<file path="src/rtl/uart_mem_loader_if.sv">
// Loader-side bus bundle: RX FIFO pop port, TX FIFO push port and instruction-memory write port.
// Handshake: rx_empty=0 means r_data is valid (show-ahead); the byte is taken on the rising edge
// where rd_uart=1, and rd_uart is never 1 while rx_empty=1. A byte is pushed on the edge where
// wr_uart=1, and wr_uart is never 1 while tx_full=1. mem_we is a single-cycle write strobe.
interface uart_mem_loader_if #(
    parameter int ADDR_W = 10
);
    logic              rx_empty;
    logic [7:0]        r_data;
    logic              rd_uart;
    logic              tx_full;
    logic              wr_uart;
    logic [7:0]        w_data;
    logic              mem_we;
    logic [ADDR_W-1:0] mem_addr;
    logic [31:0]       mem_wdata;

    modport master (
        input  rx_empty, r_data, tx_full,
        output rd_uart, wr_uart, w_data, mem_we, mem_addr, mem_wdata
    );

    modport slave (
        output rx_empty, r_data, tx_full,
        input  rd_uart, wr_uart, w_data, mem_we, mem_addr, mem_wdata
    );
endinterface

</file>
<file path="src/rtl/uart_mem_loader.sv">
// UART boot loader: framed RX bytes -> little-endian 32-bit words into instruction memory, status byte to TX.
// Define UART_LDR_CSUM_EN to add a trailing XOR checksum byte and an 'E' status on mismatch.
module uart_mem_loader #(
    parameter int         ADDR_W = 10,
    parameter logic [7:0] HDR    = 8'hA5,
    parameter int         TO_CYC = 500000,
    parameter int         TO_W   = 19
) (
    input  logic              clk,
    input  logic              reset,
    uart_mem_loader_if.master bus,
    output logic              cpu_hold,
    output logic              done,
    output logic [2:0]        dbg_state
);
    typedef enum logic [2:0] {
        IDLE = 3'd0,
        LEN0 = 3'd1,
        LEN1 = 3'd2,
        DATA = 3'd3,
`ifdef UART_LDR_CSUM_EN
        CSUM = 3'd4,
`endif
        ACK  = 3'd5
    } state_t;

`ifdef UART_LDR_CSUM_EN
    localparam state_t POST_DATA = CSUM;
`else
    localparam state_t POST_DATA = ACK;
`endif
    localparam logic [TO_W-1:0] TO_LAST = TO_W'(TO_CYC - 1);

    state_t            state, state_n;
    logic              run;
    logic              pop;
    logic              in_frame;
    logic              timeout;
    logic              last_word;
    logic [TO_W-1:0]   timer;
    logic [15:0]       len;
    logic [15:0]       word_cnt;
    logic [1:0]        byte_idx;
    logic [23:0]       word_lo;
    logic [ADDR_W-1:0] word_addr;
    logic [7:0]        status;
`ifdef UART_LDR_CSUM_EN
    logic [7:0]        csum;
    logic              csum_ok;

    assign status = csum_ok ? 8'h4B : 8'h45;
`else
    assign status = 8'h4B;
`endif

    always_ff @(posedge clk or negedge reset) begin
        if (!reset) state <= IDLE;
        else        state <= state_n;
    end

    always_comb begin
        state_n     = state;
        bus.wr_uart = 1'b0;
        done        = 1'b0;
        in_frame    = (state != IDLE) && (state != ACK);
        // run keeps the pop strobe low during and just after reset, whatever the FIFO shows
        pop         = run && !bus.rx_empty && (state != ACK);
        timeout     = in_frame && !pop && (timer == TO_LAST);
        last_word   = (byte_idx == 2'd3) && (word_cnt == len - 16'd1);
        case (state)
            IDLE: if (pop && bus.r_data == HDR) state_n = LEN0;
            LEN0: if (pop) state_n = LEN1;
            LEN1: if (pop) state_n = ({bus.r_data, len[7:0]} == 16'd0) ? POST_DATA : DATA;
            DATA: if (pop && last_word) state_n = POST_DATA;
`ifdef UART_LDR_CSUM_EN
            CSUM: if (pop) state_n = ACK;
`endif
            ACK: begin
                if (!bus.tx_full) begin
                    bus.wr_uart = 1'b1;
                    done        = 1'b1;
                    state_n     = IDLE;
                end
            end
            default: state_n = IDLE;
        endcase
        if (timeout) state_n = IDLE;
    end

    assign bus.rd_uart = pop;
    assign bus.w_data  = (state == ACK) ? status : 8'h00;
    assign cpu_hold    = (state != IDLE);
    assign dbg_state   = state;

    always_ff @(posedge clk or negedge reset) begin
        if (!reset) begin
            run           <= 1'b0;
            timer         <= '0;
            len           <= '0;
            word_cnt      <= '0;
            byte_idx      <= '0;
            word_lo       <= '0;
            word_addr     <= '0;
            bus.mem_we    <= 1'b0;
            bus.mem_addr  <= '0;
            bus.mem_wdata <= '0;
`ifdef UART_LDR_CSUM_EN
            csum          <= '0;
            csum_ok       <= 1'b0;
`endif
        end else begin
            run        <= 1'b1;
            bus.mem_we <= 1'b0;
            if (!in_frame || pop || timeout) timer <= '0;
            else                             timer <= timer + TO_W'(1);
            if (pop) begin
                case (state)
                    IDLE: begin
                        // A new header restarts addressing; any partial word from a timed-out frame is dropped
                        if (bus.r_data == HDR) begin
                            word_cnt  <= '0;
                            byte_idx  <= '0;
                            word_addr <= '0;
`ifdef UART_LDR_CSUM_EN
                            csum      <= '0;
`endif
                        end
                    end
                    LEN0: len <= {8'h00, bus.r_data};
                    LEN1: len[15:8] <= bus.r_data;
                    DATA: begin
                        word_lo  <= {bus.r_data, word_lo[23:8]};
                        byte_idx <= byte_idx + 2'd1;
`ifdef UART_LDR_CSUM_EN
                        csum     <= csum ^ bus.r_data;
`endif
                        if (byte_idx == 2'd3) begin
                            bus.mem_we    <= 1'b1;
                            bus.mem_addr  <= word_addr;
                            bus.mem_wdata <= {bus.r_data, word_lo};
                            word_addr     <= word_addr + ADDR_W'(1);
                            word_cnt      <= word_cnt + 16'd1;
                        end
                    end
`ifdef UART_LDR_CSUM_EN
                    CSUM: csum_ok <= (bus.r_data == csum);
`endif
                    default: ;
                endcase
            end
        end
    end
endmodule
</file>
<file path="src/flat_wrapper.sv">
// flat-port wrapper written by rule: the top's interface ports become plain ports
module uart_mem_loader_flat 
#(
    parameter int         ADDR_W = 10,
    parameter logic [7:0] HDR    = 8'hA5,
    parameter int         TO_CYC = 500000,
    parameter int         TO_W   = 19
)
  (clk, reset, cpu_hold, done, dbg_state, bus_rx_empty, bus_r_data, bus_tx_full, bus_rd_uart, bus_wr_uart, bus_w_data, bus_mem_we, bus_mem_addr, bus_mem_wdata);
  uart_mem_loader_if #(.ADDR_W(ADDR_W)) bus_i ();
  input  logic clk;
  input  logic reset;
  output logic cpu_hold;
  output logic done;
  output logic [2:0] dbg_state;
  input wire logic [$bits(bus_i.rx_empty)-1:0] bus_rx_empty;
  input wire logic [$bits(bus_i.r_data)-1:0] bus_r_data;
  input wire logic [$bits(bus_i.tx_full)-1:0] bus_tx_full;
  output wire logic [$bits(bus_i.rd_uart)-1:0] bus_rd_uart;
  output wire logic [$bits(bus_i.wr_uart)-1:0] bus_wr_uart;
  output wire logic [$bits(bus_i.w_data)-1:0] bus_w_data;
  output wire logic [$bits(bus_i.mem_we)-1:0] bus_mem_we;
  output wire logic [$bits(bus_i.mem_addr)-1:0] bus_mem_addr;
  output wire logic [$bits(bus_i.mem_wdata)-1:0] bus_mem_wdata;
  assign bus_i.rx_empty = bus_rx_empty;
  assign bus_i.r_data = bus_r_data;
  assign bus_i.tx_full = bus_tx_full;
  assign bus_rd_uart = bus_i.rd_uart;
  assign bus_wr_uart = bus_i.wr_uart;
  assign bus_w_data = bus_i.w_data;
  assign bus_mem_we = bus_i.mem_we;
  assign bus_mem_addr = bus_i.mem_addr;
  assign bus_mem_wdata = bus_i.mem_wdata;
  uart_mem_loader #(.ADDR_W(ADDR_W), .HDR(HDR), .TO_CYC(TO_CYC), .TO_W(TO_W)) u_core (.clk(clk), .reset(reset), .bus(bus_i), .cpu_hold(cpu_hold), .done(done), .dbg_state(dbg_state));
endmodule
</file>
<file path="config.mk">
export PLATFORM = sky130hd
export DESIGN_NAME = uart_mem_loader_flat
export DESIGN_NICKNAME = d
export VERILOG_FILES = /design/src/rtl/uart_mem_loader_if.sv /design/src/rtl/uart_mem_loader.sv /design/src/flat_wrapper.sv
export SDC_FILE = /design/constraint.sdc
export NUM_CORES = 1
export LEC_CHECK = 0
export CAP_MARGIN = 20
export CORE_ASPECT_RATIO = 0.5
export CORE_MARGIN = 3
export CORE_UTILIZATION = 55
export CTS_CLUSTER_SIZE = 12
export DETAILED_ROUTE_END_ITERATION = 6
export PLACE_DENSITY = 0.78
export SETUP_SLACK_MARGIN = 0.2
export SYNTH_ARGS = -nofsm -noshare
export SYNTH_HDL_FRONTEND = slang
export SYNTH_SLANG_ARGS = --single-unit
</file>
<file path="constraint.sdc">
create_clock -name clk -period 2.8 [get_ports clk]
set_input_delay 0.42 -clock clk [delete_from_list [all_inputs] [get_ports clk]]
set_output_delay 0.42 -clock clk [all_outputs]
set_load 0.03 [all_outputs]
</file>
==> impl_metrics.py <==
metrics = {
    "pwr": {
        "power_per_cell_area_nw_per_um2": 902.5,
        "ir_drop_mv": 0.6862,
        "power.total_mw": 7.101,
        "p_leak_nw": 3.489,
    },
    "route": {
        "initialDrtViolationCount": 394,
        "drcViolationCount": 0,
        "first_pass_iters": 4,
        "finalWirelength_mm": 14.34,
        "viasPerCell": 5.587,
        "wl_per_cell_microns": 16.95,
        "num_vias": 4727,
        "final_antenna_net_count": 0,
    },
    "global_routing": {
        "grt_pass1_wl_mm": 23.54,
        "grt_max_degree": 71,
        "antenna_found_initial": 0,
        "grt_usage_pct": 22.85,
        "grt_pass1_vias": 4590,
        "grt_overflow": 0,
    },
    "clock_network": {
        "cts.clk_slew.worst_paths_ns": 0.06,
        "cts-root-buf": "clkbuf_16",
        "insertion_delay_ns": 0.42,
        "cts_buffer_depth": 2,
        "cts_tree": "built",
        "cts_hold_buf": 0,
        "cts.sinks": 134,
        "cts-buffers-inserted": 17,
        "h-tree-depth": 4,
    },
    "critical_path": {
        "critical_path_class": "flop to output port",
        "slowest_stage": "clkdlybuf4s50_1",
        "endpoint_kind": "output port",
        "crit_buf_inv": 1,
        "cp_max_fo": 10,
        "cp_data_arrival_time_ns": 2.09,
        "start_kind": "flop",
        "crit_chain": "nor2b_1, nand2_1, nor2_1, clkdlybuf4s50_1",
        "max_stage_delay_ns": 0.69,
        "cpLargestDelayFamily": "buffers and inverters",
        "worstPathRequired_ns": 2.38,
    },
    "floorplan": {
        "core.rowCount": 27,
        "ios": 70,
        "die_x_microns": 158.8,
        "core_area_sq_um": 11180,
        "initial_core_util_pct": 57.42,
        "die_h_microns": 82.41,
        "die-area_sq_um": 13090,
    },
    "synth": {
        "synth.most_common_cell": "dfrtp_1",
        "syn_area_per_cell_sq_um": 10.60,
        "synth-edff-count": 0,
        "syn-cell-area_sq_um": 6421,
        "synth.yosys.seq_area_share_pct": 52.22,
        "yosysWarnings": 0,
        "synthCells": 606,
        "yosysUniqueCellTypes": 60,
        "synth_top_area_share_pct": 52.22,
        "synth_area_leaders": "dfrtp_1, mux2_2, nand2_1",
        "synth_area_leader_cell": "dfrtp_1",
        "yosys-top-cells-count": "dfrtp_1, nand2_1, mux2_2",
        "synth_flop_cell": "dfrtp_1",
        "ys_ff_latch": 134,
        "synthArstFlopShare_pct": 100.0,
    },
    "sta": {
        "timing.final.crit_share_pct": 89.48,
        "period_minus_slack_ns": 2.505,
        "skew_ns": 0.01017,
        "fmax_ghz": 0.3991,
        "finalSetupTns_ns": 0,
        "tightest_slew_ns": 0.6503,
        "maxSlewViolCount": 0,
        "hold_violations": 0,
        "rsz0062_at_grt": "false",
        "setup_violations": 0,
        "relSlewSlack_pct": 56.65,
    },
    "layout": {
        "fillers": 772,
        "layout-drive-gt1-share_pct": 18.20,
        "finish.instance_area_sq_um": 7869,
        "final-instance-count-excl-fill": 846,
        "multiInputGateArea_sq_um": 2870,
        "diodes": 0,
        "seqCellArea_sq_um": 3353,
        "layout.nets": 692,
        "syn_to_final_growth_pct": 22.54,
    },
    "placement": {
        "io_buffers": 65,
        "dpl.hpwl_mm": 9.592,
        "placedCellCount": 814,
        "placed_area_sq_um": 7236,
        "place_congestion": 0.8717,
    },
    "run_status": {
        "run_status": "completed",
    },
    "min_path": {
        "hold_path_class": "primary input to asynchronous set/reset pin",
    },
    "job": {
        "maxCapViolCount": 0,
    },
}
==> power breakdown <==
| part | internal, mW | switching [mW] |
|---|---|---|
| sequential | 2.39 | 0.388 |
| combinational | 0.917 | 1.03 |
| clock | 1.45 | 0.925 |
==> layer usage <==
layer	GRT usage (%)	wire (microns)	up-vias
met1	30.78	6743	2368
met2	36.35	6616	107
met3	6.278	769	21
met5	0	0	-
li1	-	-	2231
met4	8.210	208	0
==> worst paths after layout <==
| path | end | depth (start not counted) | slack [ns] | from |
|---|---|---|---|---|
| worst max-delay path | done | 4 | 0.29 | u_core.dbg_state[1]$_DFFE_PN0P_ |
| worst min-delay path | u_core.len[12]$_DFFE_PN0P_ | 1 | 0.004 | reset |
| worst max register to register | u_core.dbg_state[1]$_DFFE_PN0P_ | 8 | 0.35 | u_core.len[0]$_DFFE_PN0P_ |
| worst min register to register | u_core.timer[0]$_DFF_PN0_ | 1 | 0.46 | u_core.timer[0]$_DFF_PN0_ |
| max in group asynchronous | u_core.word_cnt[3]$_DFFE_PN0P_ | 2 | 2.06 | reset |
| min in group clk | u_core.timer[0]$_DFF_PN0_ | 1 | 0.46 | u_core.timer[0]$_DFF_PN0_ |
==> kinds of logic (layout without fill, tap and decap cells) <==
| logic type | count (synthesis) | in the layout | synth area share (%) |
|---|---|---|---|
| adders and majority gates | 6 | 6 | 1.169 |
| and+or+nand+nor | 243 | 243 | 18.69 |
| other | 2 | 5 | 0.1170 |
| DFF | 134 | 134 | 52.22 |
| xor gates and xnor gates | 50 | 50 | 6.820 |
| AOI/OAI and AO/OA | 64 | 64 | 6.781 |
| buffers and inverters | 45 | 123 | 3.332 |
| muxes | 62 | 62 | 10.87 |
==> area by class of cell <==
| class | instances | share of cell area, % |
|---|---|---|
| flip-flops and latches | 134 | 42.61 |
| well taps | 159 | 2.528 |
| inverters | 11 | 0.5247 |
| clock inverters | 14 | 2.401 |
| clock buffers | 18 | 5.581 |
| multi-input cells | 430 | 36.48 |
| repair buffers | 80 | 9.874 |
==> cell usage in the layout (no fill, tap or decap), types with 10 or more instances in the layout <==
cell / netlist / final
nand3_1: 10 / 10
xor2_1: 24 / 24
buf_4: 10 / 14
and3_1: 12 / 12
dfrtp_1: 134 / 134
nor2_1: 61 / 61
mux2_2: 62 / 62
nand2_1: 87 / 87
clkbuf_16: 0 / 17
o21ai_0: 22 / 22
a22o_1: 10 / 10
xnor2_1: 26 / 26
clkdlybuf4s50_1: 0 / 64
inv_1: 11 / 11
nor3_1: 11 / 11
nand4_1: 16 / 16
==> through the flow <==
stage	utilization [%]	worst slack (ns)	hold WS, ns
6_report	70.37	0.2946	0.003892
5_1_grt	70.37	0.1982	0.04672
4_1_cts	70.33	0.2810	0.02351
3_5_place_dp	64.71	0.1853	0.4460
3_3_place_gp	64.71	0.2957	0.4414
2_1_floorplan	-	0.3978	0.1244
==> state kept, by name (all words and copies together) (netlist names), 2 cells and up <==
| signal | flops |
|---|---|
| u_core.dbg_state | 3 |
| u_core.timer | 19 |
| u_core.bus.mem_addr | 10 |
| u_core.word_lo | 24 |
| u_core.bus.mem_wdata | 32 |
| u_core.word_addr | 10 |
| u_core.word_cnt | 16 |
| u_core.len | 16 |
| u_core.byte_idx | 2 |
==> worst register-to-register path: stages, from the launching register on <==
cell and delay (ns):
dfrtp_1 0.44, inv_1 0.12, ha_2 0.25, nor2b_2 0.17, nand4_2 0.13, or3b_1 0.40, a31o_1 0.26, a2111oi_2 0.36
a41oi_1 0.17
==> what timing repair did <==
item / in CTS / in global routing
endpoints found under the setup margin: 0 / 1
resized for setup: 0 / 2
buffers inserted: 0 / 0
Note: power is estimated with default switching activity, not from simulation.
